`src/rtl/ram_data_arbiter_if.sv`:
```
// Request/response bus used on both sides of the RAM data arbiter.
// Fields: req/addr/we/be/wdata (requester to memory), gnt/rvalid/rdata (memory to requester).
interface ram_data_arbiter_if #(
    parameter int ADDR_WIDTH = 20
);
    logic                  req;
    logic [ADDR_WIDTH-1:0] addr;
    logic                  we;
    logic [3:0]            be;
    logic [31:0]           wdata;
    logic                  gnt;
    logic                  rvalid;
    logic [31:0]           rdata;

    modport master (
        output req, addr, we, be, wdata,
        input  gnt, rvalid, rdata
    );

    modport slave (
        input  req, addr, we, be, wdata,
        output gnt, rvalid, rdata
    );
endinterface

```
`src/rtl/ram_data_arbiter.sv`:
```
// Two-master round-robin arbiter onto one RAM data port, in-order response routing.
// Ports: clk, rst (sync, active-high); m0_if/m1_if (master side, slave modport);
// s_if (RAM side, master modport); err_o (sticky: response with nothing outstanding).
module ram_data_arbiter #(
    parameter int ADDR_WIDTH      = 20,
    parameter int MAX_OUTSTANDING = 4
) (
    input  logic                clk,
    input  logic                rst,
    ram_data_arbiter_if.slave   m0_if,
    ram_data_arbiter_if.slave   m1_if,
    ram_data_arbiter_if.master  s_if,
    output logic                err_o
);
    localparam int PW = $clog2(MAX_OUTSTANDING);
    localparam int CW = PW + 1;
    localparam logic [CW-1:0] MAX_CNT = CW'(MAX_OUTSTANDING);

    logic          last_q, last_d;
    logic [CW-1:0] cnt_q, cnt_d;
    logic [PW-1:0] wr_ptr_q, wr_ptr_d;
    logic [PW-1:0] rd_ptr_q, rd_ptr_d;
    logic          err_q, err_d;
    logic          id_q [MAX_OUTSTANDING];

    logic full, empty, pop, push, can_push;
    logic sel0, sel1, head_id;

    assign full    = (cnt_q == MAX_CNT);
    assign empty   = (cnt_q == '0);
    assign head_id = id_q[rd_ptr_q];

    // A pop frees a slot in the same cycle, so a full FIFO may still grant.
    assign pop      = !rst && s_if.rvalid && !empty;
    assign can_push = !full || pop;

    // Round-robin: on contention pick the master not granted last.
    assign sel0 = !rst && can_push && m0_if.req && (!m1_if.req || last_q);
    assign sel1 = !rst && can_push && m1_if.req && (!m0_if.req || !last_q);
    assign push = (sel0 || sel1) && s_if.gnt;

    always_comb begin
        s_if.req   = sel0 || sel1;
        s_if.addr  = '0;
        s_if.we    = 1'b0;
        s_if.be    = '0;
        s_if.wdata = '0;
        if (sel0) begin
            s_if.addr  = m0_if.addr;
            s_if.we    = m0_if.we;
            s_if.be    = m0_if.be;
            s_if.wdata = m0_if.wdata;
        end else if (sel1) begin
            s_if.addr  = m1_if.addr;
            s_if.we    = m1_if.we;
            s_if.be    = m1_if.be;
            s_if.wdata = m1_if.wdata;
        end
    end

    assign m0_if.gnt = sel0 && s_if.gnt;
    assign m1_if.gnt = sel1 && s_if.gnt;

    assign m0_if.rvalid = pop && !head_id;
    assign m1_if.rvalid = pop && head_id;
    assign m0_if.rdata  = (pop && !head_id) ? s_if.rdata : '0;
    assign m1_if.rdata  = (pop && head_id)  ? s_if.rdata : '0;

    assign err_o = err_q && !rst;

    always_comb begin
        last_d   = last_q;
        cnt_d    = cnt_q;
        wr_ptr_d = wr_ptr_q;
        rd_ptr_d = rd_ptr_q;
        err_d    = err_q;
        if (push) begin
            last_d   = sel1;
            wr_ptr_d = wr_ptr_q + 1'b1;
        end
        if (pop) begin
            rd_ptr_d = rd_ptr_q + 1'b1;
        end
        unique case ({push, pop})
            2'b10:   cnt_d = cnt_q + 1'b1;
            2'b01:   cnt_d = cnt_q - 1'b1;
            default: cnt_d = cnt_q;
        endcase
        if (s_if.rvalid && empty) begin
            err_d = 1'b1;
        end
    end

    always_ff @(posedge clk) begin
        if (rst) begin
            last_q   <= 1'b0;
            cnt_q    <= '0;
            wr_ptr_q <= '0;
            rd_ptr_q <= '0;
            err_q    <= 1'b0;
        end else begin
            last_q   <= last_d;
            cnt_q    <= cnt_d;
            wr_ptr_q <= wr_ptr_d;
            rd_ptr_q <= rd_ptr_d;
            err_q    <= err_d;
        end
    end

    // ID storage needs no reset: entries are only read after being written.
    always_ff @(posedge clk) begin
        if (push) begin
            id_q[wr_ptr_q] <= sel1;
        end
    end
endmodule

```
`src/flat_wrapper.sv`:
```
// flat-port wrapper written by rule: the top's interface ports become plain ports
module ram_data_arbiter_flat 
#(
    parameter int ADDR_WIDTH      = 20,
    parameter int MAX_OUTSTANDING = 4
)
  (clk, rst, err_o, m0_if_req, m0_if_addr, m0_if_we, m0_if_be, m0_if_wdata, m0_if_gnt, m0_if_rvalid, m0_if_rdata, m1_if_req, m1_if_addr, m1_if_we, m1_if_be, m1_if_wdata, m1_if_gnt, m1_if_rvalid, m1_if_rdata, s_if_req, s_if_addr, s_if_we, s_if_be, s_if_wdata, s_if_gnt, s_if_rvalid, s_if_rdata);
  ram_data_arbiter_if #(.ADDR_WIDTH(ADDR_WIDTH)) m0_if_i ();
  ram_data_arbiter_if #(.ADDR_WIDTH(ADDR_WIDTH)) m1_if_i ();
  ram_data_arbiter_if #(.ADDR_WIDTH(ADDR_WIDTH)) s_if_i ();
  input  logic clk;
  input  logic rst;
  output logic err_o;
  input wire logic [$bits(m0_if_i.req)-1:0] m0_if_req;
  input wire logic [$bits(m0_if_i.addr)-1:0] m0_if_addr;
  input wire logic [$bits(m0_if_i.we)-1:0] m0_if_we;
  input wire logic [$bits(m0_if_i.be)-1:0] m0_if_be;
  input wire logic [$bits(m0_if_i.wdata)-1:0] m0_if_wdata;
  output wire logic [$bits(m0_if_i.gnt)-1:0] m0_if_gnt;
  output wire logic [$bits(m0_if_i.rvalid)-1:0] m0_if_rvalid;
  output wire logic [$bits(m0_if_i.rdata)-1:0] m0_if_rdata;
  input wire logic [$bits(m1_if_i.req)-1:0] m1_if_req;
  input wire logic [$bits(m1_if_i.addr)-1:0] m1_if_addr;
  input wire logic [$bits(m1_if_i.we)-1:0] m1_if_we;
  input wire logic [$bits(m1_if_i.be)-1:0] m1_if_be;
  input wire logic [$bits(m1_if_i.wdata)-1:0] m1_if_wdata;
  output wire logic [$bits(m1_if_i.gnt)-1:0] m1_if_gnt;
  output wire logic [$bits(m1_if_i.rvalid)-1:0] m1_if_rvalid;
  output wire logic [$bits(m1_if_i.rdata)-1:0] m1_if_rdata;
  output wire logic [$bits(s_if_i.req)-1:0] s_if_req;
  output wire logic [$bits(s_if_i.addr)-1:0] s_if_addr;
  output wire logic [$bits(s_if_i.we)-1:0] s_if_we;
  output wire logic [$bits(s_if_i.be)-1:0] s_if_be;
  output wire logic [$bits(s_if_i.wdata)-1:0] s_if_wdata;
  input wire logic [$bits(s_if_i.gnt)-1:0] s_if_gnt;
  input wire logic [$bits(s_if_i.rvalid)-1:0] s_if_rvalid;
  input wire logic [$bits(s_if_i.rdata)-1:0] s_if_rdata;
  assign m0_if_i.req = m0_if_req;
  assign m0_if_i.addr = m0_if_addr;
  assign m0_if_i.we = m0_if_we;
  assign m0_if_i.be = m0_if_be;
  assign m0_if_i.wdata = m0_if_wdata;
  assign m0_if_gnt = m0_if_i.gnt;
  assign m0_if_rvalid = m0_if_i.rvalid;
  assign m0_if_rdata = m0_if_i.rdata;
  assign m1_if_i.req = m1_if_req;
  assign m1_if_i.addr = m1_if_addr;
  assign m1_if_i.we = m1_if_we;
  assign m1_if_i.be = m1_if_be;
  assign m1_if_i.wdata = m1_if_wdata;
  assign m1_if_gnt = m1_if_i.gnt;
  assign m1_if_rvalid = m1_if_i.rvalid;
  assign m1_if_rdata = m1_if_i.rdata;
  assign s_if_req = s_if_i.req;
  assign s_if_addr = s_if_i.addr;
  assign s_if_we = s_if_i.we;
  assign s_if_be = s_if_i.be;
  assign s_if_wdata = s_if_i.wdata;
  assign s_if_i.gnt = s_if_gnt;
  assign s_if_i.rvalid = s_if_rvalid;
  assign s_if_i.rdata = s_if_rdata;
  ram_data_arbiter #(.ADDR_WIDTH(ADDR_WIDTH), .MAX_OUTSTANDING(MAX_OUTSTANDING)) u_core (.clk(clk), .rst(rst), .m0_if(m0_if_i), .m1_if(m1_if_i), .s_if(s_if_i), .err_o(err_o));
endmodule
```
`config.mk`:
```
export PLATFORM = sky130hd
export DESIGN_NAME = ram_data_arbiter_flat
export DESIGN_NICKNAME = d
export VERILOG_FILES = /design/src/rtl/ram_data_arbiter_if.sv /design/src/rtl/ram_data_arbiter.sv /design/src/flat_wrapper.sv
export SDC_FILE = /design/constraint.sdc
export NUM_CORES = 1
export LEC_CHECK = 0
export BUFFER_PORTS_ARGS = -buffer_cell sky130_fd_sc_hd__buf_2
export CAP_MARGIN = 20
export CORE_AREA = 2 2 107 109
export DETAILED_ROUTE_END_ITERATION = 8
export DIE_AREA = 0 0 109 111
export PLACE_DENSITY = 0.55
export SETUP_SLACK_MARGIN = 0.02
export SLEW_MARGIN = 20
export SYNTH_ARGS = -nofsm -noshare
export SYNTH_HDL_FRONTEND = slang
export SYNTH_SLANG_ARGS = --single-unit
export TNS_END_PERCENT = 50
```
`constraint.sdc`:
```
create_clock -name clk -period 2.5 [get_ports clk]
set_input_delay 0.375 -clock clk [delete_from_list [all_inputs] [get_ports clk]]
set_output_delay 0.375 -clock clk [all_outputs]
set_load 0.005 [all_outputs]
```
# Yosys cells after proc, flatten, opt, wreduce, memory -nomap -nowiden
# Memory sizes are Yosys's and may differ from the RTL's. A register that Yosys moved wholly into a read port is not among the register bits.
# Index checks and enable logic that the tools add are counted.
word_totals:
  ram_bits: 4
  output_inout_bits: 127
  latch_bits: 0
  n_memories: 1
  reg_bits: 9
  rom_bits: 0
  in_bits: 152
op_classes:
  n_reduce_logical: 27
  n_div: 0
  addsub: 4
  bitwise_logic: 0
  n_mux: 15
  shift: 0
  n_eq_ne: 3
  multipliers: 0
  order_cmp: 0
mem_list:
  columns: ["name", "depth", "width", "rd", "rd_clocked_by_memory_dff", "wr", "line_no", "text"]
  rows:
  - ["u_core.id_q", 4, 1, 1, 1, 1, "ram_data_arbiter.sv:24", "logic id_q [MAX_OUTSTANDING];"]
op_table:
  columns: ["op", "n"]
  rows:
  - ["32-bit 2-to-1 mux", 4]
  - ["20-bit 2-to-1 mux", 2]
  - ["1-bit logical AND", 14]
  - ["4-bit 2-to-1 mux", 2]
  - ["1-bit logical NOT", 7]
  - ["3-bit one-hot mux with 2 select lines", 1]
  - ["2-bit by 1-bit adder with 2-bit output (second input constant)", 2]
  - ["1-bit logical OR", 4]
  - ["1-bit 2-to-1 mux", 4]
  - ["2-bit 2-to-1 mux", 2]
  - ["3-bit by 1-bit adder with 3-bit output (second input constant)", 1]
  - ["3-bit equality test (second input constant)", 1]
  - ["3-bit logical NOT", 1]
  - ["3-bit by 1-bit subtractor with 3-bit output (second input constant)", 1]
  - ["2-bit by 1-bit equality test with 1-bit output (second input constant)", 1]
  - ["2-bit equality test (second input constant)", 1]
  - ["2-bit nonzero test", 1]

# Depth between registers and ports, before layout
depth:
  word_depth: 11
  depth_mapped: 10

# Least setup slack after synthesis
# Ideal clock, no wire load.
synth_path:
  path_type: "register -> register"
  start: "reg u_core.cnt_q[0]"
  end: "reg u_core.cnt_q[2]"
  setup_ns: 0.070
  path_buffers: 2
  required_time_ns: 2.430
  arrival_ns: 2.250
  stages_incl_launch_ff: 11
  path_slack_ns: 0.180
  cell_sequence: "dfxtp_1 nor3_2 nor3b_4 buf_4 buf_6 ha_1 inv_1 fa_1 xor2_1 or3_1 a21oi_1"
synth_between:
  elab_chain_len: 11
synth_lines:
  columns: ["item", "line_no", "text"]
  rows:
  - ["start: declaration", "ram_data_arbiter.sv:20", "logic [CW-1:0] cnt_q, cnt_d;"]
  - ["start signal: assignment", "ram_data_arbiter.sv:103", "cnt_q <= cnt_d;"]
  - ["3-bit logical NOT (*)", "ram_data_arbiter.sv:30", "assign empty = (cnt_q == '0);"]
  - ["1-bit logical NOT (*)", "ram_data_arbiter.sv:34", "assign pop = !rst && s_if.rvalid && !empty;"]
  - ["1-bit logical AND (*)", "ram_data_arbiter.sv:34", null]
  - ["net u_core.pop", "ram_data_arbiter.sv:26", "logic full, empty, pop, push, can_push;"]
  - ["1-bit logical OR", "ram_data_arbiter.sv:35", "assign can_push = !full || pop;"]
  - ["1-bit logical AND", "ram_data_arbiter.sv:38, ram_data_arbiter.sv:39", null]
  - ["1-bit logical AND, on equally long branches (2 in series)", "ram_data_arbiter.sv:38, ram_data_arbiter.sv:39", null]
  - ["1-bit logical OR", "ram_data_arbiter.sv:40", "assign push = (sel0 || sel1) && s_if.gnt;"]
  - ["1-bit logical AND", "ram_data_arbiter.sv:40", null]
  - ["2-bit by 1-bit equality test with 1-bit output or 2-bit equality test (tied branches)", "ram_data_arbiter.sv:84", "unique case ({push, pop})"]
  - ["3-bit one-hot mux with 2 select lines or 2-bit nonzero test (tied branches)", null, null]
# The timed path passes the listed nets; every way through them passes the cells marked *.
# A chain may end at the register's enable or synchronous reset.

# Worst setup path in the final report
layout_path:
  start: "reg u_core.cnt_q[0]"
  end: "reg u_core.cnt_q[2]"
layout_between:
  elab_chain_len: 11
layout_lines:
  columns: ["item", "line_no"]
  rows:
  - ["3-bit logical NOT", "ram_data_arbiter.sv:30"]
  - ["1-bit logical NOT", "ram_data_arbiter.sv:34"]
  - ["1-bit logical AND", "ram_data_arbiter.sv:34"]
  - ["1-bit logical OR", "ram_data_arbiter.sv:35"]
  - ["1-bit logical AND", "ram_data_arbiter.sv:38, ram_data_arbiter.sv:39"]
  - ["1-bit logical AND, on equally long branches (2 in series)", "ram_data_arbiter.sv:38, ram_data_arbiter.sv:39"]
  - ["1-bit logical OR", "ram_data_arbiter.sv:40"]
  - ["1-bit logical AND", "ram_data_arbiter.sv:40"]
  - ["2-bit by 1-bit equality test with 1-bit output or 2-bit equality test (tied branches)", "ram_data_arbiter.sv:84"]
  - ["3-bit one-hot mux with 2 select lines or 2-bit nonzero test (tied branches)", null]
# Several ways; a longest one is shown, not always the timed one.

==> impl_metrics.env <==
export IMPL_firstDrtPassIters=4
export IMPL_synth_ff_type="dfxtp_1"
export IMPL_routed_via_count=3322
export IMPL_rsz0062_at_grt="no"
export IMPL_skew_ns=0.00771
export IMPL_yosysSeqAreaShare=0.160
export IMPL_tns_ns=0
export IMPL_crit_arrival_ns=2.43
export IMPL_antenna_found_initial=0
export IMPL_gp_congestion=0.834
export IMPL_syn_avg_cell_area_um2=7.11
export IMPL_cts_tree="yes"
export IMPL_htree_levels=1
export IMPL_outcome="completed"
export IMPL_setup_viol=0
export IMPL_grt_pass1_wl_um=14700
export IMPL_finalNonFillerCells=694
export IMPL_initial_core_util=0.193
export IMPL_drive_gt1_frac=0.544
export IMPL_ys_seq_elements=15
export IMPL_routed_wl_um=10200
export IMPL_root_buffer="clkbuf_16"
export IMPL_io_pins=279
export IMPL_mostFrequentLayoutCells="buf_2 (278), nor2_1 (67), and3_1 (65)"
export IMPL_grt_max_degree=69
export IMPL_die_w_um=109
export IMPL_fin_nets=710
export IMPL_cts_made_buffers=3
export IMPL_worstPathMaxFanout=5
export IMPL_synth_nets=458
export IMPL_layout_commonest_cell="buf_2"
export IMPL_syn_inst=300
export IMPL_clockBufferDepth=2
export IMPL_portBuffers=278
export IMPL_startpoint_type="flip-flop"
export IMPL_ant_nets=0
export IMPL_routed_via_density=4.79
export IMPL_drt_iter0_drc=191
export IMPL_wl_per_cell_um=14.7
export IMPL_num_antenna_cells=0
export IMPL_synth_edff_count=4
export IMPL_dieArea_um2=12100
export IMPL_dp_cells=690
export IMPL_p_per_area_nw_per_um2=304
export IMPL_ys_types=30
export IMPL_clk_latency_ns=0.25
export IMPL_hpwl_um=8460
export IMPL_die_h_um=111
export IMPL_maxSlewViolCount=0
export IMPL_cts_sinks=15
export IMPL_fmax_ghz=0.446
export IMPL_critPathRequiredTime_ns=2.68
export IMPL_max_cap_violations=0
export IMPL_p_leak_nw=2.25
export IMPL_ir_drop_uv=256
export IMPL_core_area_um2=11100
export IMPL_worstHoldPathType="input pin to flip-flop"
export IMPL_drc=0
export IMPL_rows=39
export IMPL_cts_setup_buffers=0
export IMPL_cts_resized=0
export IMPL_holdBufCountCts=0
export IMPL_track_usage=0.153
export IMPL_clkTransAtPathRegs_ns=0.05
export IMPL_synth_area_um2=2130
export IMPL_tightest_slew_ns=0.701
export IMPL_worstSetupEndpointType="flip-flop"
export IMPL_min_period_ns=2.24
export IMPL_ys_async_sr_fraction=0
export IMPL_grt_overflow_total=0
export IMPL_hold_violations=0
export IMPL_worstSetupPathType="flip-flop to flip-flop"
export IMPL_finalCritPeriodShare=0.898
export IMPL_ys_warn_count=0
export IMPL_grt_pass1_vias=2905
export IMPL_synthToLayoutAreaGrowth_pct=74.3
export IMPL_slew_limit_headroom=0.523
critical path: stages (launching register included):
cell and delay, ns:
dfxtp_1 0.37, nor4b_4 0.32, nor3_1 0.13, inv_1 0.08, ha_1 0.18, inv_1 0.07, fa_1 0.43, xor2_1 0.15
or3_1 0.30, a21oi_1 0.14
worst paths after layout:
kind / end / cells after the start / startpoint / slack, ns
setup / recovery: u_core.cnt_q[2] / 9 / u_core.cnt_q[0] / 0.26
hold / removal: u_core.err_q / 2 / rst / 0.43
setup reg to reg: u_core.cnt_q[2] / 9 / u_core.cnt_q[0] / 0.26
hold reg to reg: u_core.err_q / 2 / u_core.err_q / 0.49
metrics by stage:
| stage | area, um^2 | utilization | hold slack [ns] | power [mW] | worst slack, ns |
|---|---|---|---|---|---|
| after floorplan | 2130 | - | 0.429 | 0.555 | 0.180 |
| after global routing | 3720 | 0.336 | 0.453 | 1.21 | 0.0575 |
| after global placement | 3630 | 0.328 | 0.483 | 0.816 | 0.173 |
| final | 3720 | 0.336 | 0.434 | 1.13 | 0.256 |
| after detailed placement | 3630 | 0.328 | 0.487 | 0.826 | 0.145 |
| after CTS | 3710 | 0.335 | 0.438 | 1.14 | 0.103 |
synth_stat cells, drive strengths merged (5+ instances only):
library cell	number	area [um^2]
mux2i	6	60.1
a21oi	5	25.0
and2	7	43.8
and3	65	407
dfxtp	11	220
a32oi	57	499
clkbuf	28	105
inv	6	22.5
ha	5	62.6
nor2	67	251
buf	12	87.6
per-layer routing:
metal	GRT usage	part of all wire	vias up
li1	-	-	1633
met1	0.154	0.36	1501
met2	0.311	0.54	180
met3	0.0317	0.091	8
met4	0.0316	0.012	0
met5	0	0	-
power breakdown:
part           leakage, nW  switching, mW  internal [mW]
Clock               0.0409         0.0959          0.213
Sequential           0.127         0.0187          0.267
Combinational         2.08          0.282          0.252
cell families (layout without fill, tap and decap cells):
group	after synthesis	in the layout	synth area share
XOR/XNOR	2	2	0.00821
adder cells (fa/ha/maj)	6	6	0.0387
AND/OR/NAND/NOR	156	156	0.394
buffers and inverters	46	297	0.101
flip-flops	15	15	0.160
AO/OA/AOI/OAI	67	67	0.260
multiplexers	8	8	0.0387
layout make-up:
class                   count  area [um^2]
clock buffers               3         75.1
well taps                 143          179
flip-flops and latches     15          340
inverters                   6         22.5
multi-input cells         239         1600
clock inverters             1         5.00
fillers                  1180         7360
repair buffers            287         1500
Note: power is estimated with default switching activity, not from simulation.
